===== config.mk =====
export PLATFORM = sky130hd
export DESIGN_NAME = ucsbece154b_branch_resolve_flat
export DESIGN_NICKNAME = d
export VERILOG_FILES = /design/src/rtl/ucsbece154b_branch_resolve_if.sv /design/src/rtl/ucsbece154b_branch_resolve.sv /design/src/flat_wrapper.sv
export SDC_FILE = /design/constraint.sdc
export NUM_CORES = 1
export LEC_CHECK = 0
export ABC_AREA = 1
export CAP_MARGIN = 20
export CORE_UTILIZATION = 50
export DETAILED_ROUTE_END_ITERATION = 10
export PLACE_DENSITY = 0.8
export SLEW_MARGIN = 20
export SYNTH_ARGS = -nofsm -noshare
export SYNTH_HDL_FRONTEND = slang
export SYNTH_SLANG_ARGS = --single-unit

===== constraint.sdc =====
create_clock -name clk -period 13.22 [get_ports clk]
set_input_delay 2.644 -clock clk [delete_from_list [all_inputs] [get_ports clk]]
set_output_delay 2.644 -clock clk [all_outputs]
set_load 0.01 [all_outputs]

===== src/rtl/ucsbece154b_branch_resolve_if.sv =====
// Port bundle between the branch-resolve unit, the F/D/E pipeline controls
// and the BTB/gshare predictor update port.
interface ucsbece154b_branch_resolve_if #(
    parameter int NUM_BTB_ENTRIES = 32,
    parameter int NUM_GHR_BITS    = 5
);
    logic [31:0]                        pc_f_i;
    logic                               predtaken_f_i;
    logic [31:0]                        predtarget_f_i;
    logic [NUM_GHR_BITS-1:0]            phtidx_f_i;
    logic                               stall_d_i;
    logic                               flush_d_i;
    logic                               flush_e_i;
    logic [6:0]                         op_e_i;
    logic                               taken_e_i;
    logic [31:0]                        target_e_i;

    logic                               PHTwe_o;
    logic                               PHTincrement_o;
    logic [NUM_GHR_BITS-1:0]            PHTwriteaddress_o;
    logic                               BTBwe_o;
    logic [$clog2(NUM_BTB_ENTRIES)-1:0] BTBwriteaddress_o;
    logic [31:0]                        BTBwritedata_o;
    logic                               GHRreset_o;
    logic                               mispredict_o;
    logic [31:0]                        redirect_pc_o;
    logic [31:0]                        branch_count_o;
    logic [31:0]                        mispredict_count_o;

    modport slave (
        input  pc_f_i, predtaken_f_i, predtarget_f_i, phtidx_f_i,
               stall_d_i, flush_d_i, flush_e_i,
               op_e_i, taken_e_i, target_e_i,
        output PHTwe_o, PHTincrement_o, PHTwriteaddress_o,
               BTBwe_o, BTBwriteaddress_o, BTBwritedata_o,
               GHRreset_o, mispredict_o, redirect_pc_o,
               branch_count_o, mispredict_count_o
    );

    modport master (
        output pc_f_i, predtaken_f_i, predtarget_f_i, phtidx_f_i,
               stall_d_i, flush_d_i, flush_e_i,
               op_e_i, taken_e_i, target_e_i,
        input  PHTwe_o, PHTincrement_o, PHTwriteaddress_o,
               BTBwe_o, BTBwriteaddress_o, BTBwritedata_o,
               GHRreset_o, mispredict_o, redirect_pc_o,
               branch_count_o, mispredict_count_o
    );
endinterface


===== src/rtl/ucsbece154b_branch_resolve.sv =====
// Carries prediction metadata F->D->E, resolves it against the executed
// outcome and drives the predictor update, flush/redirect and statistics.
module ucsbece154b_branch_resolve #(
    parameter int NUM_BTB_ENTRIES = 32,
    parameter int NUM_GHR_BITS    = 5
) (
    input  logic                         clk,
    input  logic                         reset_i,
    ucsbece154b_branch_resolve_if.slave  bus
);
    localparam int         IDX_W     = $clog2(NUM_BTB_ENTRIES);
    localparam logic [6:0] OP_BRANCH = 7'b1100011;
    localparam logic [6:0] OP_JAL    = 7'b1101111;
    localparam logic [6:0] OP_JALR   = 7'b1100111;

    typedef struct packed {
        logic                    valid;
        logic [31:0]             pc;
        logic                    predtaken;
        logic [31:0]             predtarget;
        logic [NUM_GHR_BITS-1:0] phtidx;
    } meta_t;

    meta_t       dstage_q, dstage_d;
    meta_t       estage_q, estage_d;
    logic        started_q, started_d;
    logic        ghr_pulse_q, ghr_pulse_d;
    logic [31:0] branch_count_q, branch_count_d;
    logic [31:0] mispredict_count_q, mispredict_count_d;

    logic        is_br, is_j, target_miss, mispredict, pht_we, btb_we;
    logic [31:0] redirect_pc;

    function automatic logic [31:0] sat_inc(input logic [31:0] value, input logic en);
        return (en && (value != 32'hFFFF_FFFF)) ? value + 32'd1 : value;
    endfunction

    // flush beats stall in D; a stalled D sends a bubble into E
    always_comb begin
        dstage_d = dstage_q;
        if (bus.flush_d_i) begin
            dstage_d.valid = 1'b0;
        end else if (!bus.stall_d_i) begin
            dstage_d.valid      = 1'b1;
            dstage_d.pc         = bus.pc_f_i;
            dstage_d.predtaken  = bus.predtaken_f_i;
            dstage_d.predtarget = bus.predtarget_f_i;
            dstage_d.phtidx     = bus.phtidx_f_i;
        end

        estage_d = estage_q;
        if (bus.flush_e_i) begin
            estage_d.valid = 1'b0;
        end else begin
            estage_d = dstage_q;
            if (bus.stall_d_i) estage_d.valid = 1'b0;
        end
    end

    always_comb begin
        is_br       = estage_q.valid && (bus.op_e_i == OP_BRANCH);
        is_j        = estage_q.valid && ((bus.op_e_i == OP_JAL) || (bus.op_e_i == OP_JALR));
        target_miss = (bus.target_e_i != estage_q.predtarget);

        if (is_br) begin
            mispredict = (bus.taken_e_i != estage_q.predtaken) || (bus.taken_e_i && target_miss);
        end else if (is_j) begin
            mispredict = !estage_q.predtaken || target_miss;
        end else begin
            // a BTB hit on a non-control instruction is an alias and must be undone
            mispredict = estage_q.valid && estage_q.predtaken;
        end

        pht_we      = is_br;
        btb_we      = (is_br || is_j) && bus.taken_e_i && (!estage_q.predtaken || target_miss);
        redirect_pc = ((is_br || is_j) && bus.taken_e_i) ? bus.target_e_i : estage_q.pc + 32'd4;

        started_d          = 1'b1;
        ghr_pulse_d        = !started_q;
        branch_count_d     = sat_inc(branch_count_q, pht_we);
        mispredict_count_d = sat_inc(mispredict_count_q, mispredict);
    end

    always_ff @(posedge clk or posedge reset_i) begin
        if (reset_i) begin
            dstage_q           <= '0;
            estage_q           <= '0;
            started_q          <= 1'b0;
            ghr_pulse_q        <= 1'b0;
            branch_count_q     <= '0;
            mispredict_count_q <= '0;
        end else begin
            dstage_q           <= dstage_d;
            estage_q           <= estage_d;
            started_q          <= started_d;
            ghr_pulse_q        <= ghr_pulse_d;
            branch_count_q     <= branch_count_d;
            mispredict_count_q <= mispredict_count_d;
        end
    end

    // E is cleared during reset, so only fields fed straight from inputs need masking
    assign bus.PHTwe_o            = pht_we;
    assign bus.PHTincrement_o     = bus.taken_e_i && !reset_i;
    assign bus.PHTwriteaddress_o  = estage_q.phtidx;
    assign bus.BTBwe_o            = btb_we;
    assign bus.BTBwriteaddress_o  = estage_q.pc[IDX_W+1:2];
    assign bus.BTBwritedata_o     = reset_i ? 32'd0 : bus.target_e_i;
    assign bus.GHRreset_o         = ghr_pulse_q;
    assign bus.mispredict_o       = mispredict;
    assign bus.redirect_pc_o      = reset_i ? 32'd0 : redirect_pc;
    assign bus.branch_count_o     = branch_count_q;
    assign bus.mispredict_count_o = mispredict_count_q;

endmodule


===== src/flat_wrapper.sv =====
// flat-port wrapper written by rule: the top's interface ports become plain ports
module ucsbece154b_branch_resolve_flat 
#(
    parameter int NUM_BTB_ENTRIES = 32,
    parameter int NUM_GHR_BITS    = 5
)
  (clk, reset_i, bus_pc_f_i, bus_predtaken_f_i, bus_predtarget_f_i, bus_phtidx_f_i, bus_stall_d_i, bus_flush_d_i, bus_flush_e_i, bus_op_e_i, bus_taken_e_i, bus_target_e_i, bus_PHTwe_o, bus_PHTincrement_o, bus_PHTwriteaddress_o, bus_BTBwe_o, bus_BTBwriteaddress_o, bus_BTBwritedata_o, bus_GHRreset_o, bus_mispredict_o, bus_redirect_pc_o, bus_branch_count_o, bus_mispredict_count_o);
  ucsbece154b_branch_resolve_if #(.NUM_BTB_ENTRIES(NUM_BTB_ENTRIES), .NUM_GHR_BITS(NUM_GHR_BITS)) bus_i ();
  input  logic clk;
  input  logic reset_i;
  input wire logic [$bits(bus_i.pc_f_i)-1:0] bus_pc_f_i;
  input wire logic [$bits(bus_i.predtaken_f_i)-1:0] bus_predtaken_f_i;
  input wire logic [$bits(bus_i.predtarget_f_i)-1:0] bus_predtarget_f_i;
  input wire logic [$bits(bus_i.phtidx_f_i)-1:0] bus_phtidx_f_i;
  input wire logic [$bits(bus_i.stall_d_i)-1:0] bus_stall_d_i;
  input wire logic [$bits(bus_i.flush_d_i)-1:0] bus_flush_d_i;
  input wire logic [$bits(bus_i.flush_e_i)-1:0] bus_flush_e_i;
  input wire logic [$bits(bus_i.op_e_i)-1:0] bus_op_e_i;
  input wire logic [$bits(bus_i.taken_e_i)-1:0] bus_taken_e_i;
  input wire logic [$bits(bus_i.target_e_i)-1:0] bus_target_e_i;
  output wire logic [$bits(bus_i.PHTwe_o)-1:0] bus_PHTwe_o;
  output wire logic [$bits(bus_i.PHTincrement_o)-1:0] bus_PHTincrement_o;
  output wire logic [$bits(bus_i.PHTwriteaddress_o)-1:0] bus_PHTwriteaddress_o;
  output wire logic [$bits(bus_i.BTBwe_o)-1:0] bus_BTBwe_o;
  output wire logic [$bits(bus_i.BTBwriteaddress_o)-1:0] bus_BTBwriteaddress_o;
  output wire logic [$bits(bus_i.BTBwritedata_o)-1:0] bus_BTBwritedata_o;
  output wire logic [$bits(bus_i.GHRreset_o)-1:0] bus_GHRreset_o;
  output wire logic [$bits(bus_i.mispredict_o)-1:0] bus_mispredict_o;
  output wire logic [$bits(bus_i.redirect_pc_o)-1:0] bus_redirect_pc_o;
  output wire logic [$bits(bus_i.branch_count_o)-1:0] bus_branch_count_o;
  output wire logic [$bits(bus_i.mispredict_count_o)-1:0] bus_mispredict_count_o;
  assign bus_i.pc_f_i = bus_pc_f_i;
  assign bus_i.predtaken_f_i = bus_predtaken_f_i;
  assign bus_i.predtarget_f_i = bus_predtarget_f_i;
  assign bus_i.phtidx_f_i = bus_phtidx_f_i;
  assign bus_i.stall_d_i = bus_stall_d_i;
  assign bus_i.flush_d_i = bus_flush_d_i;
  assign bus_i.flush_e_i = bus_flush_e_i;
  assign bus_i.op_e_i = bus_op_e_i;
  assign bus_i.taken_e_i = bus_taken_e_i;
  assign bus_i.target_e_i = bus_target_e_i;
  assign bus_PHTwe_o = bus_i.PHTwe_o;
  assign bus_PHTincrement_o = bus_i.PHTincrement_o;
  assign bus_PHTwriteaddress_o = bus_i.PHTwriteaddress_o;
  assign bus_BTBwe_o = bus_i.BTBwe_o;
  assign bus_BTBwriteaddress_o = bus_i.BTBwriteaddress_o;
  assign bus_BTBwritedata_o = bus_i.BTBwritedata_o;
  assign bus_GHRreset_o = bus_i.GHRreset_o;
  assign bus_mispredict_o = bus_i.mispredict_o;
  assign bus_redirect_pc_o = bus_i.redirect_pc_o;
  assign bus_branch_count_o = bus_i.branch_count_o;
  assign bus_mispredict_count_o = bus_i.mispredict_count_o;
  ucsbece154b_branch_resolve #(.NUM_BTB_ENTRIES(NUM_BTB_ENTRIES), .NUM_GHR_BITS(NUM_GHR_BITS)) u_core (.clk(clk), .reset_i(reset_i), .bus(bus_i));
endmodule

=== After elaboration in Yosys (flattened, before gate mapping) ===
Cells that the tools add are included.
W data, S select, Z words.

* Bits in registers: 208
* Input bits: 115
* Output and inout bits: 143
* Word-level logic and storage cells: 53

* Add/subtract/negate cells: 3
* Equal/unequal tests: 8
* Multiplexer cells: 9
* Bitwise logic cells: 2
* Reductions and logical operators: 17

{| class="wikitable"
|+ Operator list
! kind !! count
|-
| $mux W32 || 3
|-
| $mux W71 || 1
|-
| $add A32 B1 Y32 const B || 2
|-
| $ne A32 B32 Y1 const B || 2
|-
| $add A32 B3 Y32 const B || 1
|-
| $ne A32 B32 Y1 || 1
|-
| $eq A7 B7 Y1 const B || 3
|-
| $logic_and A1 B1 Y1 || 9
|-
| $mux W1 || 5
|-
| $logic_or A1 B1 Y1 || 4
|-
| $logic_not A1 Y1 || 3
|-
| $ne A2 B1 Y1 const B || 1
|-
| $not A1 Y1 || 2
|-
| $reduce_and A2 Y1 || 1
|-
| $ne A1 B1 Y1 || 1
|}

=== Longest topological paths before layout ===
* Word-level depth: 7
* Gate-level depth with buffers: 15
* Depth with buffers taken out: 14

=== Least setup slack after synthesis ===
No wires, ideal clock.

* Path kind: input port to output port
* From: in reset_i
* To: out bus_redirect_pc_o[21]
* Arrival: 8.906 ns
* Required time: 10.576 ns
* Path slack: 1.670 ns
* Stages on the path: 4
* Path buffers: 1
* Cell sequence: clkbuf_1 clkinv_1 o211ai_1 inv_1

* Longest elaborated chain between the ends: 1

{| class="wikitable"
|+ RTL lines
! what !! RTL line !! source
|-
| start, declared || flat_wrapper.sv:10 || <nowiki>input logic reset_i;</nowiki>
|-
| $mux W32 || ucsbece154b_branch_resolve.sv:111 || <nowiki>assign bus.redirect_pc_o = reset_i ? 32'd0 : redirect_pc;</nowiki>
|-
| end, declared || flat_wrapper.sv:29 || <nowiki>output wire logic [$bits(bus_i.redirect_pc_o)-1:0] bus_redirect_pc_o;</nowiki>
|}

No other way between the ends.

=== Worst setup path in the final report ===
* From: in bus_op_e_i[1]
* To: out bus_redirect_pc_o[21]

* Longest elaborated chain between the ends: 7
* Elaborated cells on any way between the ends: 10
* Classes of those cells: eq/ne: 3; mux: 2; reduce/logical: 5

{| class="wikitable"
|+ RTL lines
! what !! RTL line !! source
|-
| start, declared || flat_wrapper.sv:18 || <nowiki>input wire logic [$bits(bus_i.op_e_i)-1:0] bus_op_e_i;</nowiki>
|-
| $eq A7 B7 Y1 || ucsbece154b_branch_resolve.sv:62 || <nowiki>is_j = estage_q.valid && ((bus.op_e_i == OP_JAL) || (bus.op_e_i == OP_JALR));</nowiki>
|-
| $logic_or A1 B1 Y1 || ucsbece154b_branch_resolve.sv:62 ||
|-
| $logic_and A1 B1 Y1 || ucsbece154b_branch_resolve.sv:62 ||
|-
| $logic_or A1 B1 Y1 (*) || ucsbece154b_branch_resolve.sv:76 || <nowiki>redirect_pc = ((is_br || is_j) && bus.taken_e_i) ? bus.target_e_i : estage_q.pc + 32'd4;</nowiki>
|-
| $logic_and A1 B1 Y1 (*) || ucsbece154b_branch_resolve.sv:76 ||
|-
| $mux W32 (*) || ucsbece154b_branch_resolve.sv:76 ||
|-
| $mux W32 (*) || ucsbece154b_branch_resolve.sv:111 ||
|}

Every way passes the cells marked *; elsewhere a longest branch is shown, timed or not.

==> impl_metrics.xml <==
<?xml version="1.0" encoding="UTF-8"?>
<metrics>
  <group name="run_status">
    <metric name="outcome" unit="">finished clean</metric>
  </group>
  <group name="synth">
    <metric name="synthDistinctLibCells" unit="">38</metric>
    <metric name="postSynth.asyncResetShare" unit="%">100</metric>
    <metric name="mappedNetlistArea" unit="um^2">11000</metric>
    <metric name="synth_sequential_area_ratio" unit="%">47.3</metric>
    <metric name="yosys.area.top_type" unit="">dfrtp_1</metric>
    <metric name="syn_avg_cell_area" unit="um^2">7.63</metric>
    <metric name="synth_largest_type_area_fraction" unit="%">47.3</metric>
    <metric name="synthesis.yosys.warnings" unit="">0</metric>
    <metric name="synth.net_count" unit="">1559</metric>
    <metric name="post_synthesis_cell_count" unit="">1441</metric>
    <metric name="synth-seq-cells" unit="">208</metric>
    <metric name="synth_enable_flop_cells" unit="">0</metric>
    <metric name="yosys-top-cells-area" unit="">dfrtp_1, nand2_1, o21ai_0, inv_1, xor2_1</metric>
    <metric name="dominantRegCellSynth" unit="">dfrtp_1</metric>
  </group>
  <group name="setup_path">
    <metric name="cp_slowest_cell" unit="">clkdlybuf4s50_1</metric>
    <metric name="path_max_fanout" unit="">42</metric>
    <metric name="start_kind" unit="">input port</metric>
    <metric name="delay_contributed_by_the_slowest_stage_of_the_critical_path" unit="ns">0.53</metric>
    <metric name="timing.critical_path.required" unit="ns">10.58</metric>
    <metric name="crit_arrival" unit="ns">5.57</metric>
    <metric name="timing.setup.critical_path_class" unit="">input port to primary output</metric>
    <metric name="worstSetupEndpointType" unit="">primary output</metric>
    <metric name="path_common_cell" unit="">inv_1</metric>
    <metric name="cp_cell_sequence" unit="">clkdlybuf4s50_1, nand2_1, nor2_1, nand3_1, nand2_1, inv_1, nor2_2, buf_4, inv_1, o21ai_1, o211ai_1, inv_1, clkdlybuf4s50_1</metric>
  </group>
  <group name="cts">
    <metric name="cts_max_level" unit="">1</metric>
    <metric name="cts_hold_buffers" unit="">0</metric>
    <metric name="post_cts_buffers" unit="">0</metric>
    <metric name="cts_tree" unit="">done</metric>
    <metric name="cts.clk_slew.worst_paths" unit="ns">0.06</metric>
    <metric name="cts.repair.resized" unit="">0</metric>
    <metric name="cts.sink_count" unit="">208</metric>
    <metric name="worstSkewPairLatency" unit="ns">0.51</metric>
    <metric name="cts-root-to-sink-buffers" unit="">3</metric>
    <metric name="clock_tree.root_cell" unit="">clkbuf_16</metric>
    <metric name="cts_inserted_buffers" unit="">24</metric>
  </group>
  <group name="route">
    <metric name="drc" unit="">0</metric>
    <metric name="route.detailed.wl_per_inst" unit="um">16.5</metric>
    <metric name="wirelength" unit="um">32300</metric>
    <metric name="vias" unit="">10100</metric>
    <metric name="antenna_left" unit="">0</metric>
    <metric name="drt_pass1_iterations" unit="">7</metric>
    <metric name="avgViaCountPerCell" unit="">5.18</metric>
    <metric name="drt_iter0_drc" unit="">732</metric>
  </group>
  <group name="global_route">
    <metric name="initial_antenna_violation_count" unit="">2</metric>
    <metric name="grt_overflow_total" unit="">0</metric>
    <metric name="maximum_number_of_pins_on_one_net_before_global_route_repair" unit="">139</metric>
    <metric name="first_pass_grt_wire_length" unit="um">51200</metric>
    <metric name="grt_use_total" unit="%">29.1</metric>
    <metric name="first_global_vias" unit="">9772</metric>
  </group>
  <group name="power_and_ir_drop">
    <metric name="power-per-cell-area" unit="nW/um^2">117</metric>
    <metric name="vdd_drop_max" unit="mV">0.0989</metric>
    <metric name="total_leakage_power" unit="nW">6.82</metric>
  </group>
  <group name="floorplanning">
    <metric name="placementRows" unit="">53</metric>
    <metric name="starting_utilization_of_the_core_area" unit="%">51.6</metric>
    <metric name="fp.dieH" unit="um">150</metric>
    <metric name="dieArea" unit="um^2">22600</metric>
    <metric name="core_box_area" unit="um^2">21300</metric>
    <metric name="dieWidth" unit="um">150</metric>
    <metric name="io_pins" unit="">258</metric>
  </group>
  <group name="placement">
    <metric name="portBuffers" unit="">257</metric>
    <metric name="placer_congestion_estimate" unit="">0.944</metric>
    <metric name="post-dp-hpwl" unit="um">23500</metric>
  </group>
  <group name="cells_and_area">
    <metric name="layout.cells.most_common_list" unit="">nand2_1, clkdlybuf4s50_1, dfrtp_1</metric>
    <metric name="final_layout_size_suffix_gt1_share" unit="%">5.53</metric>
    <metric name="area_delta_synth_final" unit="%">31.8</metric>
    <metric name="layout.area.seq" unit="um^2">5200</metric>
    <metric name="most_common_cell_after_layout_fill_and_taps_aside" unit="">nand2_1</metric>
    <metric name="multi_input_gate_area_in_the_final_layout" unit="um^2">4720</metric>
    <metric name="nets" unit="">1784</metric>
    <metric name="layout.filler_cells" unit="">1749</metric>
  </group>
  <group name="timing">
    <metric name="final-max-slew-violation-count" unit="">0</metric>
    <metric name="worst_clock_skew" unit="ns">0.0134</metric>
    <metric name="max_freq" unit="GHz">0.122</metric>
    <metric name="setup-violations-final" unit="">0</metric>
    <metric name="hold_viol_final" unit="">0</metric>
    <metric name="timing.slew.headroom" unit="%">35.6</metric>
    <metric name="fin_tns_setup" unit="ns">0</metric>
    <metric name="grt_setup_unrepaired" unit="">false</metric>
    <metric name="final.hold.worst_slack" unit="ns">0.385</metric>
    <metric name="timing.final.crit_share" unit="%">62.2</metric>
    <metric name="min_period" unit="ns">8.22</metric>
    <metric name="tightest_slew" unit="ns">0.966</metric>
  </group>
  <group name="min_path">
    <metric name="min-delay-path-class" unit="">flop to flop</metric>
  </group>
  <group name="job">
    <metric name="cap_viol_max_count" unit="">0</metric>
  </group>
</metrics>
-- worst max-delay path: cells and delay by family --
kind | cells | cell delay [ns]
buffers and inverters | 6 | 2.05
AND/OR/NAND/NOR | 5 | 0.47
AO/OA/AOI/OAI | 2 | 0.39
-- routing by layer --
layer	global-route usage [%]	share of wire [%]
met2	47.9	47
met4	6.52	1.8
met3	6.15	8.9
met1	39.4	42
met5	0	0.040
-- per-stage QoR --
stage               total power (W)  cells  area (um^2)  utilization (%)  worst slack, ns
global placement            0.00100   1915        13600             64.1             5.14
detailed placement          0.00101   1915        13600             64.1             5.02
floorplan                  0.000883   1441        11000                -             1.67
CTS                         0.00170   1958        14500             68.0             5.02
finish                      0.00169   1959        14500             68.0             5.00
global route                0.00176   1958        14500             68.0             4.73
-- cell usage after synthesis, types with 4 or more instances --
master,number
xnor2_1,32
nor2_2,7
o21ai_0,156
o21ai_1,13
a21oi_1,23
o211ai_1,5
nand2_1,412
nor3_1,25
xor2_1,47
nand3_2,4
buf_4,11
nor2_1,108
inv_1,191
nor4_1,12
buf_6,4
o31ai_1,5
dfrtp_1,208
nand3_1,63
inv_2,10
buf_2,6
nand4_1,17
nand2_2,8
clkbuf_1,40
nor2_4,5
-- sequential cells by signal, summed over array words and instances, names as in the netlist --
signal                         count
u_core.bus.GHRreset_o              1
u_core.estage_q                   61
u_core.started_q                   1
u_core.bus.branch_count_o         32
u_core.bus.mispredict_count_o     32
u_core.dstage_q                   71
u_core.bus.BTBwriteaddress_o       5
u_core.bus.PHTwriteaddress_o       5
-- report_power, final --
group	switching (W)	internal, W	total [W]	leakage (nW)
Clock	0.000260	0.000427	0.000687	0.413
Combinational	0.000138	0.000119	0.000257	3.78
Sequential	0.0000467	0.000698	0.000745	2.63
-- logic make-up (layout without fill, tap and decap cells) --
kind of cell,after synthesis,count (layout),synth area share [%]
AND/OR/NAND/NOR,674,674,26.3
adder cells (fa/ha/maj),3,3,0.341
buffers and inverters,266,508,9.80
AO/OA/AOI/OAI,210,210,9.93
flip-flops,208,208,47.3
other,1,2,0.0341
XOR/XNOR,79,79,6.29
-- worst paths after layout --
check | startpoint | end | slack [ns] | cells past startpoint
worst max-delay path | bus_op_e_i[1] | bus_redirect_pc_o[21] | 5.00 | 13
max in group asynchronous | reset_i | u_core.estage_q[39] | 9.27 | 4
worst max register to register | u_core.bus.mispredict_count_o[0] | u_core.bus.mispredict_count_o[3] | 10.24 | 9
min in group asynchronous | reset_i | u_core.dstage_q[9] | 2.73 | 3
worst min-delay path | u_core.started_q | u_core.bus.GHRreset_o | 0.38 | 1
worst min register to register | u_core.started_q | u_core.bus.GHRreset_o | 0.38 | 1
-- cell type report --
class                      count  share of cell area, %
clock inverter                 7                  0.605
antenna                        1                 0.0173
sequential                   208                   35.9
clock buffer                  36                   5.16
multi-input combinational    967                   32.6
inverter                     202                   5.29
tap                          275                   2.38
timing repair buffer         263                   18.0
Note: power is estimated with default switching activity, not from simulation.
